File: src/rtl/cgra_pkg.sv
// Shared CGRA constants and types used by the column sequencer and its helpers.
package cgra_pkg;

   localparam int RCS_NUM_CREG      = 32;
   localparam int RCS_NUM_CREG_LOG2 = $clog2(RCS_NUM_CREG);

   typedef enum logic [2:0] {
      SEQ_IDLE,
      SEQ_INIT,
      SEQ_FETCH,
      SEQ_EXEC,
      SEQ_DONE
   } seq_state_e;

endpackage

File: src/rtl/cgra_sat_cnt.sv
// Saturating up-counter with synchronous clear; sticks at all-ones.
module cgra_sat_cnt #(
   parameter int CNT_W = 32
) (
   input  logic             clk,
   input  logic             rst,
   input  logic             clr,
   input  logic             inc,
   output logic [CNT_W-1:0] cnt
);

   always_ff @(posedge clk) begin
      if (rst) begin
         cnt <= '0;
      end else if (clr) begin
         cnt <= '0;
      end else if (inc && (cnt != '1)) begin
         cnt <= cnt + 1'b1;
      end
   end

endmodule

File: src/rtl/cgra_col_sequencer.sv
// Per-column program sequencer: launches a kernel, steps the column PC through
// fetch/execute, follows branches and stalls, and keeps host performance counters.
module cgra_col_sequencer
   import cgra_pkg::*;
#(
   parameter int N_CREG = RCS_NUM_CREG,
   parameter int PC_W   = $clog2(N_CREG),
   parameter int CNT_W  = 32
) (
   input  logic             clk_i,
   input  logic             rst_i,
   input  logic             start_i,
   input  logic [PC_W-1:0]  start_pc_i,
   input  logic             abort_i,
   input  logic             rcs_stall_i,
   input  logic             rcs_br_req_i,
   input  logic [PC_W-1:0]  rcs_br_add_i,
   input  logic             exec_end_i,
   output logic [PC_W-1:0]  rcs_col_pc_o,
   output logic             rcs_conf_re_o,
   output logic             rcs_pc_e_o,
   output logic             rst_col_o,
   output logic             clk_en_o,
   output logic             busy_o,
   output logic             done_o,
   output logic [CNT_W-1:0] active_cnt_o,
   output logic [CNT_W-1:0] stall_cnt_o
);

   seq_state_e      state, state_next;
   logic [PC_W-1:0] pc, pc_next;

   logic conf_re, pc_e, rst_col, clk_en, busy, done;
   logic cnt_clr, active_inc, stall_inc;

   always_ff @(posedge clk_i) begin
      if (rst_i) begin
         state <= SEQ_IDLE;
         pc    <= '0;
      end else begin
         state <= state_next;
         pc    <= pc_next;
      end
   end

   always_comb begin
      state_next = state;
      pc_next    = pc;
      conf_re    = 1'b0;
      pc_e       = 1'b0;
      rst_col    = 1'b0;
      clk_en     = 1'b0;
      busy       = 1'b0;
      done       = 1'b0;
      cnt_clr    = 1'b0;
      active_inc = 1'b0;
      stall_inc  = 1'b0;

      case (state)
         SEQ_IDLE: begin
            if (start_i && !abort_i) begin
               state_next = SEQ_INIT;
               pc_next    = start_pc_i;
               cnt_clr    = 1'b1;
            end
         end
         SEQ_INIT: begin
            rst_col    = 1'b1;
            clk_en     = 1'b1;
            busy       = 1'b1;
            state_next = SEQ_FETCH;
         end
         SEQ_FETCH: begin
            conf_re    = 1'b1;
            clk_en     = 1'b1;
            busy       = 1'b1;
            active_inc = 1'b1;
            state_next = SEQ_EXEC;
         end
         SEQ_EXEC: begin
            clk_en     = 1'b1;
            busy       = 1'b1;
            active_inc = 1'b1;
            // Branch and end requests only count on the cycle the results commit.
            if (rcs_stall_i) begin
               stall_inc = 1'b1;
            end else begin
               pc_e = 1'b1;
               if (rcs_br_req_i) begin
                  pc_next    = rcs_br_add_i;
                  state_next = SEQ_FETCH;
               end else if (exec_end_i) begin
                  state_next = SEQ_DONE;
               end else begin
                  pc_next    = pc + 1'b1;
                  state_next = SEQ_FETCH;
               end
            end
         end
         SEQ_DONE: begin
            done       = 1'b1;
            state_next = SEQ_IDLE;
         end
         default: begin
            state_next = SEQ_IDLE;
         end
      endcase

      // Abort kills the kernel outright: nothing commits, no done, counters freeze.
      if (abort_i && (state != SEQ_IDLE)) begin
         state_next = SEQ_IDLE;
         pc_next    = pc;
         rst_col    = 1'b1;
         pc_e       = 1'b0;
         done       = 1'b0;
         active_inc = 1'b0;
         stall_inc  = 1'b0;
      end
   end

   // While reset is held the column sees only its reset, whatever the current state.
   assign rcs_col_pc_o  = pc;
   assign rcs_conf_re_o = conf_re & ~rst_i;
   assign rcs_pc_e_o    = pc_e & ~rst_i;
   assign rst_col_o     = rst_col | rst_i;
   assign clk_en_o      = clk_en & ~rst_i;
   assign busy_o        = busy & ~rst_i;
   assign done_o        = done & ~rst_i;

   cgra_sat_cnt #(.CNT_W(CNT_W)) u_active_cnt (
      .clk (clk_i),
      .rst (rst_i),
      .clr (cnt_clr),
      .inc (active_inc),
      .cnt (active_cnt_o)
   );

   cgra_sat_cnt #(.CNT_W(CNT_W)) u_stall_cnt (
      .clk (clk_i),
      .rst (rst_i),
      .clr (cnt_clr),
      .inc (stall_inc),
      .cnt (stall_cnt_o)
   );

endmodule

File: config.mk
export PLATFORM = sky130hd
export DESIGN_NAME = cgra_col_sequencer
export DESIGN_NICKNAME = d
export VERILOG_FILES = /design/src/rtl/cgra_pkg.sv /design/src/rtl/cgra_sat_cnt.sv /design/src/rtl/cgra_col_sequencer.sv
export SDC_FILE = /design/constraint.sdc
export NUM_CORES = 1
export LEC_CHECK = 0
export ABC_AREA = 1
export BUFFER_PORTS_ARGS = -buffer_cell sky130_fd_sc_hd__buf_2
export CORE_AREA = 4 4 103 105
export CTS_BUF_LIST = sky130_fd_sc_hd__clkbuf_8
export DETAILED_ROUTE_END_ITERATION = 6
export DIE_AREA = 0 0 107 109
export PLACE_DENSITY_LB_ADDON = 0.3
export SKIP_CTS_REPAIR_TIMING = 1
export SLEW_MARGIN = 20
export SYNTH_ARGS = -nofsm -noshare
export SYNTH_HDL_FRONTEND = slang
export SYNTH_SLANG_ARGS = --single-unit
export TNS_END_PERCENT = 100
File: constraint.sdc
create_clock -name clk_i -period 3.2 [get_ports clk_i]
set_clock_uncertainty 0.2 [all_clocks]
set_input_delay 0.16 -clock clk_i [delete_from_list [all_inputs] [get_ports clk_i]]
set_output_delay 0.16 -clock clk_i [all_outputs]
set_load 0.05 [all_outputs]
==> flow_summary_export.csv <==
group,metric,value,unit
run_status,status,"finished, violations left",
run_status,violations,"negative hold slack",
sta,worst_pin_slew,0.570,ns
worst_hold_path,hp-class,"in -> reg",
synth,synth_fp_nets,829,
drt,drt_iter0_drc,310,
floorplan,die_y,109,um
clocking,clock-root-buffer,"clkbuf_8",
layout,syn_to_final_growth,16.9,%
power_and_ir_drop,p_per_area,431,nW/um2
worst_setup_path,end_kind,"flop",
global_routing,antenna_found_initial,0,
power_and_ir_drop,seqPwrFrac,40.5,%
clocking,path_clk_slew,0.08,ns
place,place_ws,0.717,ns
drt,post_drt_wl_per_cell,12.1,um
synth,syn_avg_cell_area,5.89,um2
power_and_ir_drop,clkPwrFrac,38.4,%
floorplan,ios,92,
drt,drtPass1Iterations,5,
power_and_ir_drop,p_switching,777,uW
place,gp_congestion,0.944,
global_routing,grt_use_total,21.9,%
worst_setup_path,required,3.28,ns
clocking,cts_sinks,72,
sta,period_share,78.3,%
synth,ys_warn_count,0,
clocking,cts_tree,"yes",
sta,fmax,0.399,GHz
layout,drive_gt1_share,14.8,%
clocking,clock_latency,0.36,ns
drt,drc_errors,0,
sta,slew_violations,0,
synth,ys_seq_area_share,30.2,%
worst_setup_path,cp.arrival,2.58,ns
drt,ant_nets,0,
synth,ys_ff_latch,72,
synth,netlist_area,4770,um2
floorplan,core,9640,um2
power_and_ir_drop,swShare,32.4,%
clocking,numCtsBuffers,9,
sta,rsz0062_at_grt,"no",
drt,routed_wl,12.6,mm
worst_hold_path,hold_start,"start_pc_i[2]",
power_and_ir_drop,internal_power,1620,uW
floorplan,die_x,107,um
floorplan,fp.dieArea,11700,um2
drt,vias,5048,
power_and_ir_drop,ir_drop,0.000403,V
layout,final_nets,918,
synth,postSynthCellCount,809,
place,port_buffers,91,
clocking,cts_buffer_depth,2,
synth,post_synth_num_cell_types,26,
sta,setup_viol,0,
layout,fillers,1029,
layout,diodes,0,
global_routing,grt_max_degree,36,
global_routing,grt_pass1_wl,20.9,mm
floorplan,start_util,49.4,%
sta,hold_ws,-0.0316,ns
worst_setup_path,reg2reg_from,"state[2]$_SDFFE_PP0P_",
sta,fin_setup_tns,0,ns
worst_setup_path,critPathMaxFanout,29,
power_and_ir_drop,p_leak,0.00243,uW
worst_setup_path,crit_type,"reg -> reg",
sta,hold_violations,3,
global_routing,grt_pass1_vias,4597,
sta,fin_ws,0.693,ns
drt,viasPerCell,4.87,
power_and_ir_drop,p_comb_share,21.0,%
sta,relSlewSlack,61.8,%
floorplan,rows,36,
worst_setup_path,startpoint,"state[2]$_SDFFE_PP0P_",
clocking,htreeDepth,3,
worst_setup_path,crit_path_start_kind,"flop",
layout,utilization,57.8,%
place,hpwl,9.34,mm
job,cap_viol_max_count,0,
sta,min_period,2.51,ns
global_routing,grt_overflow_total,0,
cell type report:
cell class | count | area [um2] | area share, %
multi-input combinational | 638 | 2890 | 51.9
sequential | 72 | 1440 | 25.9
timing repair buffer | 96 | 510 | 9.17
inverter | 81 | 304 | 5.46
tap | 133 | 166 | 2.99
clock buffer | 11 | 151 | 2.72
clock inverter | 5 | 103 | 1.84
registers in the layout, indices dropped and copies added (netlist names):
register and cells:
rcs_col_pc_o 5, state 3, u_active_cnt.cnt 32, u_stall_cnt.cnt 32
per-stage QoR:
stage / hold WS, ns / instances / power (uW) / instance area [um2]
6_report: -0.0316 / 1036 / 2400 / 5570
5_1_grt: 0.0548 / 1036 / 2510 / 5570
3_5_place_dp: 0.295 / 1018 / 1500 / 5300
2_1_floorplan: 0.138 / 809 / 1390 / 4770
4_1_cts: -0.0568 / 1034 / 2420 / 5550
3_3_place_gp: 0.304 / 1018 / 1490 / 5300
worst max-delay path, cell delays in order (launching register included):
cell	delay, ns
dfxtp_1	0.34
inv_2	0.07
nand3_1	0.32
nor2_1	0.31
nand2_1	0.10
inv_2	0.14
nand2_4	0.21
inv_2	0.47
nand2_1	0.10
a21oi_1	0.15
kinds of logic (layout without fill, tap and decap cells):
kind of cell | Yosys count | count (layout) | share of synthesized area (%)
simple gates | 536 | 536 | 46.8
fa+ha+maj | 3 | 3 | 0.788
flops | 72 | 72 | 30.2
xor+xnor | 31 | 31 | 5.70
buf+inv | 99 | 193 | 9.06
compound gates | 68 | 68 | 7.38
Yosys cell counts:
cell | instances | area share (%)
clkbuf_1 | 6 | 0.47
nand2_1 | 315 | 25
buf_6 | 6 | 1.4
a21oi_1 | 50 | 5.3
buf_2 | 3 | 0.31
nand3b_1 | 3 | 0.47
inv_2 | 4 | 0.31
o311ai_0 | 1 | 0.18
nand4_1 | 12 | 1.6
xnor2_1 | 10 | 1.8
inv_1 | 76 | 6.0
nand2_4 | 6 | 1.4
dfxtp_1 | 72 | 30
nor2_2 | 5 | 0.66
ha_1 | 3 | 0.79
nand2_2 | 3 | 0.39
nand3_1 | 36 | 3.8
nor2_8 | 2 | 0.84
xor2_1 | 21 | 3.9
nor2_1 | 140 | 11
o21ai_0 | 16 | 1.7
buf_4 | 3 | 0.47
clkinv_1 | 1 | 0.079
nor2_4 | 3 | 0.71
nor3_1 | 11 | 1.2
a31oi_2 | 1 | 0.26
layout by cell type, fill, tap and decap left out:
master           n
xor2_1          21
nor2_8           2
nand4_1         12
dlygate4sd3_1    2
nor2_1         140
a21oi_1         50
dfxtp_1         72
clkinvlp_4       1
a31oi_2          1
xnor2_1         10
clkbuf_8        11
clkinv_2         1
nand2_2          3
clkinv_1         1
nand3b_1         3
buf_12           1
inv_1           76
nand3_1         36
buf_4            2
nor2_2           5
ha_1             3
o21ai_0         16
nor2_4           3
buf_2           91
inv_2            4
nor3_1          11
nand2_1        315
nand2_4          6
bufinv_16        3
o311ai_0         1
worst paths after layout:
check,slack [ns],depth (start not counted),end
hold / removal,-0.03,5,rcs_col_pc_o[2]$_SDFFE_PP0P_
setup reg to reg,0.69,9,u_stall_cnt.cnt[21]$_SDFFE_PP0P_
hold reg to reg,0.32,2,rcs_col_pc_o[1]$_SDFFE_PP0P_
setup / recovery,0.69,9,u_stall_cnt.cnt[21]$_SDFFE_PP0P_
power groups by stage:
stage / registers [uW] / logic, uW / clock network [uW]
2_1_floorplan: 1100 / 291 / 0
3_3_place_gp: 993 / 501 / 0
3_5_place_dp: 995 / 503 / 0
4_1_cts: 973 / 507 / 937
5_1_grt: 981 / 564 / 965
6_report: 973 / 505 / 922
routing by layer:
layer  part of all wire (%)  track usage, %  vias up
met4                    2.6            8.95        0
met5                      0               0        -
met1                     45            27.3     2195
li1                       -               -     2686
met3                    5.7            2.96       25
met2                     46            38.0      142
(Power assumes the default switching activity.)
